`src/rtl/apb_rr_master_if.sv`:
```
// apb_rr_master_if: requester-side and APB-side signals of the round-robin APB master
interface apb_rr_master_if #(
  parameter int DATA_WIDTH = 32,
  parameter int ADDR_WIDTH = 32,
  parameter int NUM_REQ    = 2
);
  logic [NUM_REQ-1:0]            req_valid;
  logic [NUM_REQ-1:0]            req_write;
  logic [NUM_REQ*ADDR_WIDTH-1:0] req_addr;
  logic [NUM_REQ*DATA_WIDTH-1:0] req_wdata;
  logic [NUM_REQ-1:0]            req_gnt;
  logic [NUM_REQ-1:0]            rsp_valid;
  logic [DATA_WIDTH-1:0]         rsp_rdata;
  logic                          rsp_err;
  logic                          busy;
  logic [ADDR_WIDTH-1:0]         PADDR;
  logic                          PWRITE;
  logic [DATA_WIDTH-1:0]         PWDATA;
  logic                          PSELx;
  logic                          PENABLE;
  logic                          PREADY;
  logic [DATA_WIDTH-1:0]         PRDATA;
  logic                          PSLVERR;
  modport master (
    input  req_valid, req_write, req_addr, req_wdata, PREADY, PRDATA, PSLVERR,
    output req_gnt, rsp_valid, rsp_rdata, rsp_err, busy, PADDR, PWRITE, PWDATA, PSELx, PENABLE
  );
  modport slave (
    output req_valid, req_write, req_addr, req_wdata, PREADY, PRDATA, PSLVERR,
    input  req_gnt, rsp_valid, rsp_rdata, rsp_err, busy, PADDR, PWRITE, PWDATA, PSELx, PENABLE
  );
endinterface

```
`src/rtl/apb_rr_master.sv`:
```
// apb_rr_master: round-robin APB master sharing one slave port among NUM_REQ requesters, with wait-state timeout
module apb_rr_master #(
  parameter int DATA_WIDTH = 32,
  parameter int ADDR_WIDTH = 32,
  parameter int NUM_REQ    = 2,
  parameter int TIMEOUT    = 16
) (
  input logic PCLK,
  input logic PRESETn,
  apb_rr_master_if.master bus
);
  localparam int IW = $clog2(NUM_REQ);
  localparam int CW = TIMEOUT > 0 ? $clog2(TIMEOUT + 1) : 1;
  typedef enum logic [1:0] {IDLE, SETUP, ACCESS} state_t;
  state_t state;
  logic [IW-1:0] last, cur, win;
  logic [CW-1:0] cnt;
  logic [ADDR_WIDTH-1:0] g_addr;
  logic [DATA_WIDTH-1:0] g_wdata;
  logic g_write, take;
  // Lowest valid index wins, then overridden by the lowest valid index above last.
  always_comb begin
    win = '0;
    g_addr = '0;
    g_wdata = '0;
    g_write = 1'b0;
    for (int i = NUM_REQ - 1; i >= 0; i--)
      if (bus.req_valid[i]) begin
        win = IW'(i);
        g_addr = bus.req_addr[i*ADDR_WIDTH +: ADDR_WIDTH];
        g_wdata = bus.req_wdata[i*DATA_WIDTH +: DATA_WIDTH];
        g_write = bus.req_write[i];
      end
    for (int i = NUM_REQ - 1; i >= 0; i--)
      if (bus.req_valid[i] && i > int'(last)) begin
        win = IW'(i);
        g_addr = bus.req_addr[i*ADDR_WIDTH +: ADDR_WIDTH];
        g_wdata = bus.req_wdata[i*DATA_WIDTH +: DATA_WIDTH];
        g_write = bus.req_write[i];
      end
    take = |bus.req_valid && (state == IDLE || (state == ACCESS && bus.PREADY));
  end
  assign bus.req_gnt = take ? NUM_REQ'(1) << win : '0;
  always_ff @(posedge PCLK or negedge PRESETn) begin
    if (!PRESETn) begin
      state <= IDLE;
      last <= IW'(NUM_REQ - 1);
      cur <= '0;
      cnt <= '0;
      bus.rsp_valid <= '0;
      bus.rsp_rdata <= '0;
      bus.rsp_err <= 1'b0;
      bus.busy <= 1'b0;
      bus.PADDR <= '0;
      bus.PWRITE <= 1'b0;
      bus.PWDATA <= '0;
      bus.PSELx <= 1'b0;
      bus.PENABLE <= 1'b0;
    end else begin
      bus.rsp_valid <= '0;
      bus.rsp_rdata <= '0;
      bus.rsp_err <= 1'b0;
      case (state)
        SETUP: begin
          state <= ACCESS;
          bus.PENABLE <= 1'b1;
          cnt <= '0;
        end
        ACCESS:
          if (bus.PREADY || (TIMEOUT != 0 && cnt == CW'(TIMEOUT - 1))) begin
            bus.rsp_valid <= NUM_REQ'(1) << cur;
            bus.rsp_rdata <= bus.PREADY && !bus.PWRITE ? bus.PRDATA : '0;
            bus.rsp_err <= !bus.PREADY || bus.PSLVERR;
            state <= IDLE;
            bus.PSELx <= 1'b0;
            bus.PENABLE <= 1'b0;
            bus.busy <= 1'b0;
          end else cnt <= &cnt ? cnt : cnt + CW'(1);
        default: ;
      endcase
      if (take) begin
        state <= SETUP;
        last <= win;
        cur <= win;
        bus.PADDR <= g_addr;
        bus.PWRITE <= g_write;
        bus.PWDATA <= g_write ? g_wdata : bus.PWDATA;
        bus.PSELx <= 1'b1;
        bus.PENABLE <= 1'b0;
        bus.busy <= 1'b1;
      end
    end
  end
endmodule

```
`src/flat_wrapper.sv`:
```
// flat-port wrapper written by rule: the top's interface ports become plain ports
module apb_rr_master_flat 
#(
  parameter int DATA_WIDTH = 32,
  parameter int ADDR_WIDTH = 32,
  parameter int NUM_REQ    = 2,
  parameter int TIMEOUT    = 16
)
  (PCLK, PRESETn, bus_req_valid, bus_req_write, bus_req_addr, bus_req_wdata, bus_PREADY, bus_PRDATA, bus_PSLVERR, bus_req_gnt, bus_rsp_valid, bus_rsp_rdata, bus_rsp_err, bus_busy, bus_PADDR, bus_PWRITE, bus_PWDATA, bus_PSELx, bus_PENABLE);
  apb_rr_master_if #(.DATA_WIDTH(DATA_WIDTH), .ADDR_WIDTH(ADDR_WIDTH), .NUM_REQ(NUM_REQ)) bus_i ();
  input logic PCLK;
  input logic PRESETn;
  input wire logic [$bits(bus_i.req_valid)-1:0] bus_req_valid;
  input wire logic [$bits(bus_i.req_write)-1:0] bus_req_write;
  input wire logic [$bits(bus_i.req_addr)-1:0] bus_req_addr;
  input wire logic [$bits(bus_i.req_wdata)-1:0] bus_req_wdata;
  input wire logic [$bits(bus_i.PREADY)-1:0] bus_PREADY;
  input wire logic [$bits(bus_i.PRDATA)-1:0] bus_PRDATA;
  input wire logic [$bits(bus_i.PSLVERR)-1:0] bus_PSLVERR;
  output wire logic [$bits(bus_i.req_gnt)-1:0] bus_req_gnt;
  output wire logic [$bits(bus_i.rsp_valid)-1:0] bus_rsp_valid;
  output wire logic [$bits(bus_i.rsp_rdata)-1:0] bus_rsp_rdata;
  output wire logic [$bits(bus_i.rsp_err)-1:0] bus_rsp_err;
  output wire logic [$bits(bus_i.busy)-1:0] bus_busy;
  output wire logic [$bits(bus_i.PADDR)-1:0] bus_PADDR;
  output wire logic [$bits(bus_i.PWRITE)-1:0] bus_PWRITE;
  output wire logic [$bits(bus_i.PWDATA)-1:0] bus_PWDATA;
  output wire logic [$bits(bus_i.PSELx)-1:0] bus_PSELx;
  output wire logic [$bits(bus_i.PENABLE)-1:0] bus_PENABLE;
  assign bus_i.req_valid = bus_req_valid;
  assign bus_i.req_write = bus_req_write;
  assign bus_i.req_addr = bus_req_addr;
  assign bus_i.req_wdata = bus_req_wdata;
  assign bus_i.PREADY = bus_PREADY;
  assign bus_i.PRDATA = bus_PRDATA;
  assign bus_i.PSLVERR = bus_PSLVERR;
  assign bus_req_gnt = bus_i.req_gnt;
  assign bus_rsp_valid = bus_i.rsp_valid;
  assign bus_rsp_rdata = bus_i.rsp_rdata;
  assign bus_rsp_err = bus_i.rsp_err;
  assign bus_busy = bus_i.busy;
  assign bus_PADDR = bus_i.PADDR;
  assign bus_PWRITE = bus_i.PWRITE;
  assign bus_PWDATA = bus_i.PWDATA;
  assign bus_PSELx = bus_i.PSELx;
  assign bus_PENABLE = bus_i.PENABLE;
  apb_rr_master #(.DATA_WIDTH(DATA_WIDTH), .ADDR_WIDTH(ADDR_WIDTH), .NUM_REQ(NUM_REQ), .TIMEOUT(TIMEOUT)) u_core (.PCLK(PCLK), .PRESETn(PRESETn), .bus(bus_i));
endmodule
```
`config.mk`:
```
export PLATFORM = sky130hd
export DESIGN_NAME = apb_rr_master_flat
export DESIGN_NICKNAME = d
export VERILOG_FILES = /design/src/rtl/apb_rr_master_if.sv /design/src/rtl/apb_rr_master.sv /design/src/flat_wrapper.sv
export SDC_FILE = /design/constraint.sdc
export NUM_CORES = 1
export LEC_CHECK = 0
export CAP_MARGIN = 20
export CORE_MARGIN = 5
export CORE_UTILIZATION = 39
export CTS_BUF_LIST = sky130_fd_sc_hd__clkbuf_8
export CTS_CLUSTER_DIAMETER = 100
export DETAILED_ROUTE_END_ITERATION = 16
export GPL_TIMING_DRIVEN = 0
export PLACE_DENSITY_LB_ADDON = 0.15
export SKIP_CTS_REPAIR_TIMING = 1
export SLEW_MARGIN = 30
export SYNTH_ARGS = -nofsm -noshare
export SYNTH_HDL_FRONTEND = slang
export SYNTH_SLANG_ARGS = --single-unit
export TNS_END_PERCENT = 10
```
`constraint.sdc`:
```
create_clock -name PCLK -period 2.4 [get_ports PCLK]
set_clock_uncertainty 0.15 [all_clocks]
set_input_delay 0.6 -clock PCLK [delete_from_list [all_inputs] [get_ports PCLK]]
set_output_delay 0.6 -clock PCLK [all_outputs]
set_load 0.02 [all_outputs]
```
==> impl_metrics.csv <==
group,metric,value,unit
timing,report.final.slew_viol_count,0,
critical_path,arrival,1720,ps
critical_path,crit_fanout,5,
synth,synthFlopType,"dfrtp_1",
cells_and_area,fin_nets,859,
floorplanning,die_w,120,microns
synth,yosysWarningCount,0,
cts,cts_tree,"done",
floorplanning,dieHeight,120,microns
flow_run,cap_violations,0,
global_routing,grt_remaining_overflow,0,
cts,path_clk_slew,100,ps
timing,setup_slack,-66.6,ps
synth,netlist_area,0.00471,sq mm
drt,firstDrtPassIters,4,
critical_path,timing.rr.start,"u_core.cnt[0]$_DFFE_PN0P_",
synth,synth.distinct_cells,41,
global_routing,grt_pass1_wl,23600,microns
global_routing,grt_use_total,21.0,%
floorplanning,rows,40,
synth,synth.largest_area_cell,"dfrtp_1",
cells_and_area,multi_input_area,0.00183,sq mm
pwr,vdd_ir_drop_max,0.530,mV
floorplanning,core_area,0.0119,sq mm
cts,cts_root_buf,"clkbuf_8",
floorplanning,die_area,0.0144,sq mm
timing,tightestPinTransition,534,ps
placement,dpl_worst_slack,-1280,ps
critical_path,end_kind,"output port",
pwr,p_leak,3.47,nW
drt,wire_per_inst,18.2,microns
min_path,hp-class,"reg2reg",
drt,routed_wl,15300,microns
floorplanning,ios,273,
drt,via_count,4191,
critical_path,cpPeakStageDelay,450,ps
cts,cts.path.max_buffers,2,
timing,maxSlewHeadroom,64.4,%
timing,hold_viol,0,
placement,gp_congestion,0.821,
timing,layout_min_cycle_time,2470,ps
timing,setup_viol,2,
synth,synthTopCellsByArea,"dfrtp_1 (58%), a22o_1 (6.3%), a221oi_1 (5.9%)",
drt,viasPerCell,5.00,
cts,htree_levels,3,
cells_and_area,syn2layout_area_growth,68.9,%
timing,timing.final.crit_share,103,%
min_path,hp-start,"u_core.cur$_DFFE_PN0P_",
cts,cts_sinks,110,
cells_and_area,diodes,0,
critical_path,crit_path_start,"u_core.state[1]$_DFFE_PN0P_",
floorplanning,initial_core_util,39.6,%
placement,port-buffer-count,271,
global_routing,grt_pass1_vias,4481,
critical_path,crit_slowest_cell,"dfrtp_2",
critical_path,path_delay_family,"flip-flops",
critical_path,cp_num_buf_inv,3,
synth,async_flop_share,100,%
global_routing,antenna_found_initial,0,
timing,rsz0062_at_grt,"yes",
synth,synthesis.nets,566,
drt,first_iter_violations,158,
cts,cts_inserted_buffers,9,
global_routing,grt_start_max_net_pins,57,
critical_path,cp_cell_sequence,"ha_4, a21o_4, o21ai_4, buf_6, buf_8, nor2_4, buf_6",
cells_and_area,utilization,66.8,%
cells_and_area,n_fill_cell,922,
synth,syn_inst,393,
critical_path,critPathKind,"reg2out",
drt,drcViolationCount,0,
synth,syn_avg_cell_area,12.0,sq um
synth,synth_edf_count,0,
run_status,run_status,"finished, violations left",
critical_path,cp-start-kind,"flop",
pwr,powerDensity,1060,mW/mm^2
run_status,violations,"setup timing",
timing,clock.fmax,405,MHz
cells_and_area,seqCellArea,0.00276,sq mm
placement,dp_hpwl,12100,microns
cts,clkLatencyLatePin,370,ps
critical_path,cp_common_cell,"buf_6",
cells_and_area,drive_gt1_share,12.9,%
synth,synth-seq-area-share,58.4,%
synth,synthDominantCellAreaShare,57.9,%
drt,ant_nets,0,
critical_path,worstPathRequired,1650,ps
synth,synth-seq-cells,110,
area by class of cell:
class / count / share of cell area [%]
plain buffers: 30 / 2.42
flip-flops and latches: 110 / 34.6
well taps: 147 / 2.31
multi-input cells: 248 / 23.0
repair buffers: 282 / 35.3
clock buffers: 10 / 1.73
clock inverters: 6 / 0.377
inverters: 5 / 0.236
worst register-to-register path, stage by stage, from the launching register on:
cell,delay (ps)
dfrtp_1,440
ha_1,240
and3_1,190
ha_1,210
nor3_2,360
nand4_1,170
and3_1,200
a211o_1,210
flip-flops by register name (all words and copies together), names as in the netlist:
name,count
u_core.bus.rsp_valid,2
u_core.last,1
u_core.state,2
u_core.cur,1
u_core.bus.PADDR,32
u_core.bus.rsp_err,1
u_core.bus.busy,1
u_core.cnt,5
u_core.bus.rsp_rdata,32
u_core.bus.PWDATA,32
u_core.bus.PWRITE,1
metrics by stage:
stage / hold WS (ps) / area, sq um / total power, mW / std cells / setup TNS [ps]
2_1_floorplan: 154 / 4710 / 5.16 / 393 / 0
3_3_place_gp: 284 / 7610 / 7.17 / 811 / -407760
3_5_place_dp: 295 / 7640 / 7.26 / 812 / -13760
4_1_cts: -31.6 / 7810 / 8.28 / 828 / -2240
5_1_grt: 326 / 7960 / 8.94 / 838 / -321
6_report: 309 / 7960 / 8.41 / 838 / -98.1
metal layers:
metal	part of all wire [%]	wire (microns)	track usage, %
met1	37	5690	23.4
met2	50	7700	35.7
met3	9.8	1500	8.34
met4	2.6	395	8.59
met5	0	0	0
cells in the final DEF, fill, tap and decap left out, drive strengths merged, types with 3 or more instances in the layout:
| cell | Yosys | routed |
|---|---|---|
| dfrtp | 109 | 109 |
| and2 | 34 | 34 |
| nor2 | 70 | 70 |
| nand2 | 9 | 9 |
| clkdlybuf4s50 | 0 | 266 |
| o21ai | 6 | 6 |
| a221oi | 32 | 32 |
| buf | 21 | 34 |
| a22o | 34 | 34 |
| mux2 | 32 | 32 |
| inv | 5 | 7 |
| clkbuf | 9 | 21 |
| a21o | 3 | 3 |
| ha | 5 | 5 |
| clkinv | 0 | 3 |
where the power goes:
group,internal (mW),switching [mW],leakage [nW]
clock network,0.394,0.604,0.0944
logic,2.31,2.24,1.99
registers,2.52,0.348,1.39
total,5.22,3.20,3.47
synthesized netlist by cell type (all sizes together), types with 2 or more instances:
cell	instances
mux2	32
and2	34
a221oi	32
a21boi	2
a22o	34
nor2	70
ha	5
dfrtp	109
clkbuf	9
o21ai	6
nand2	9
and3	2
buf	21
nand3	2
inv	5
a21o	3
nor3	2
nand4	2
logic make-up after synthesis:
group	count (synthesis)	synth area share [%]
AOI/OAI and AO/OA	85	15.1
buffers and inverters	35	3.88
muxes	33	8.66
DFF	110	58.4
adders and majority gates	5	1.33
and+or+nand+nor	125	12.6
worst paths after layout:
check                                                    end  slack (ps)  cells after the start
hold / removal             u_core.bus.rsp_valid[0]$_DFF_PN0_         310                      1
setup / recovery                              bus_req_gnt[0]         -70                      7
min in group asynchronous  u_core.bus.PWDATA[29]$_DFFE_PN0P_         560                      2
hold reg to reg            u_core.bus.rsp_valid[0]$_DFF_PN0_         310                      1
setup reg to reg                   u_core.cnt[3]$_DFFE_PN0P_         110                      7
max in group asynchronous            u_core.last$_DFFE_PN1P_         870                      3
(Power assumes the default switching activity.)
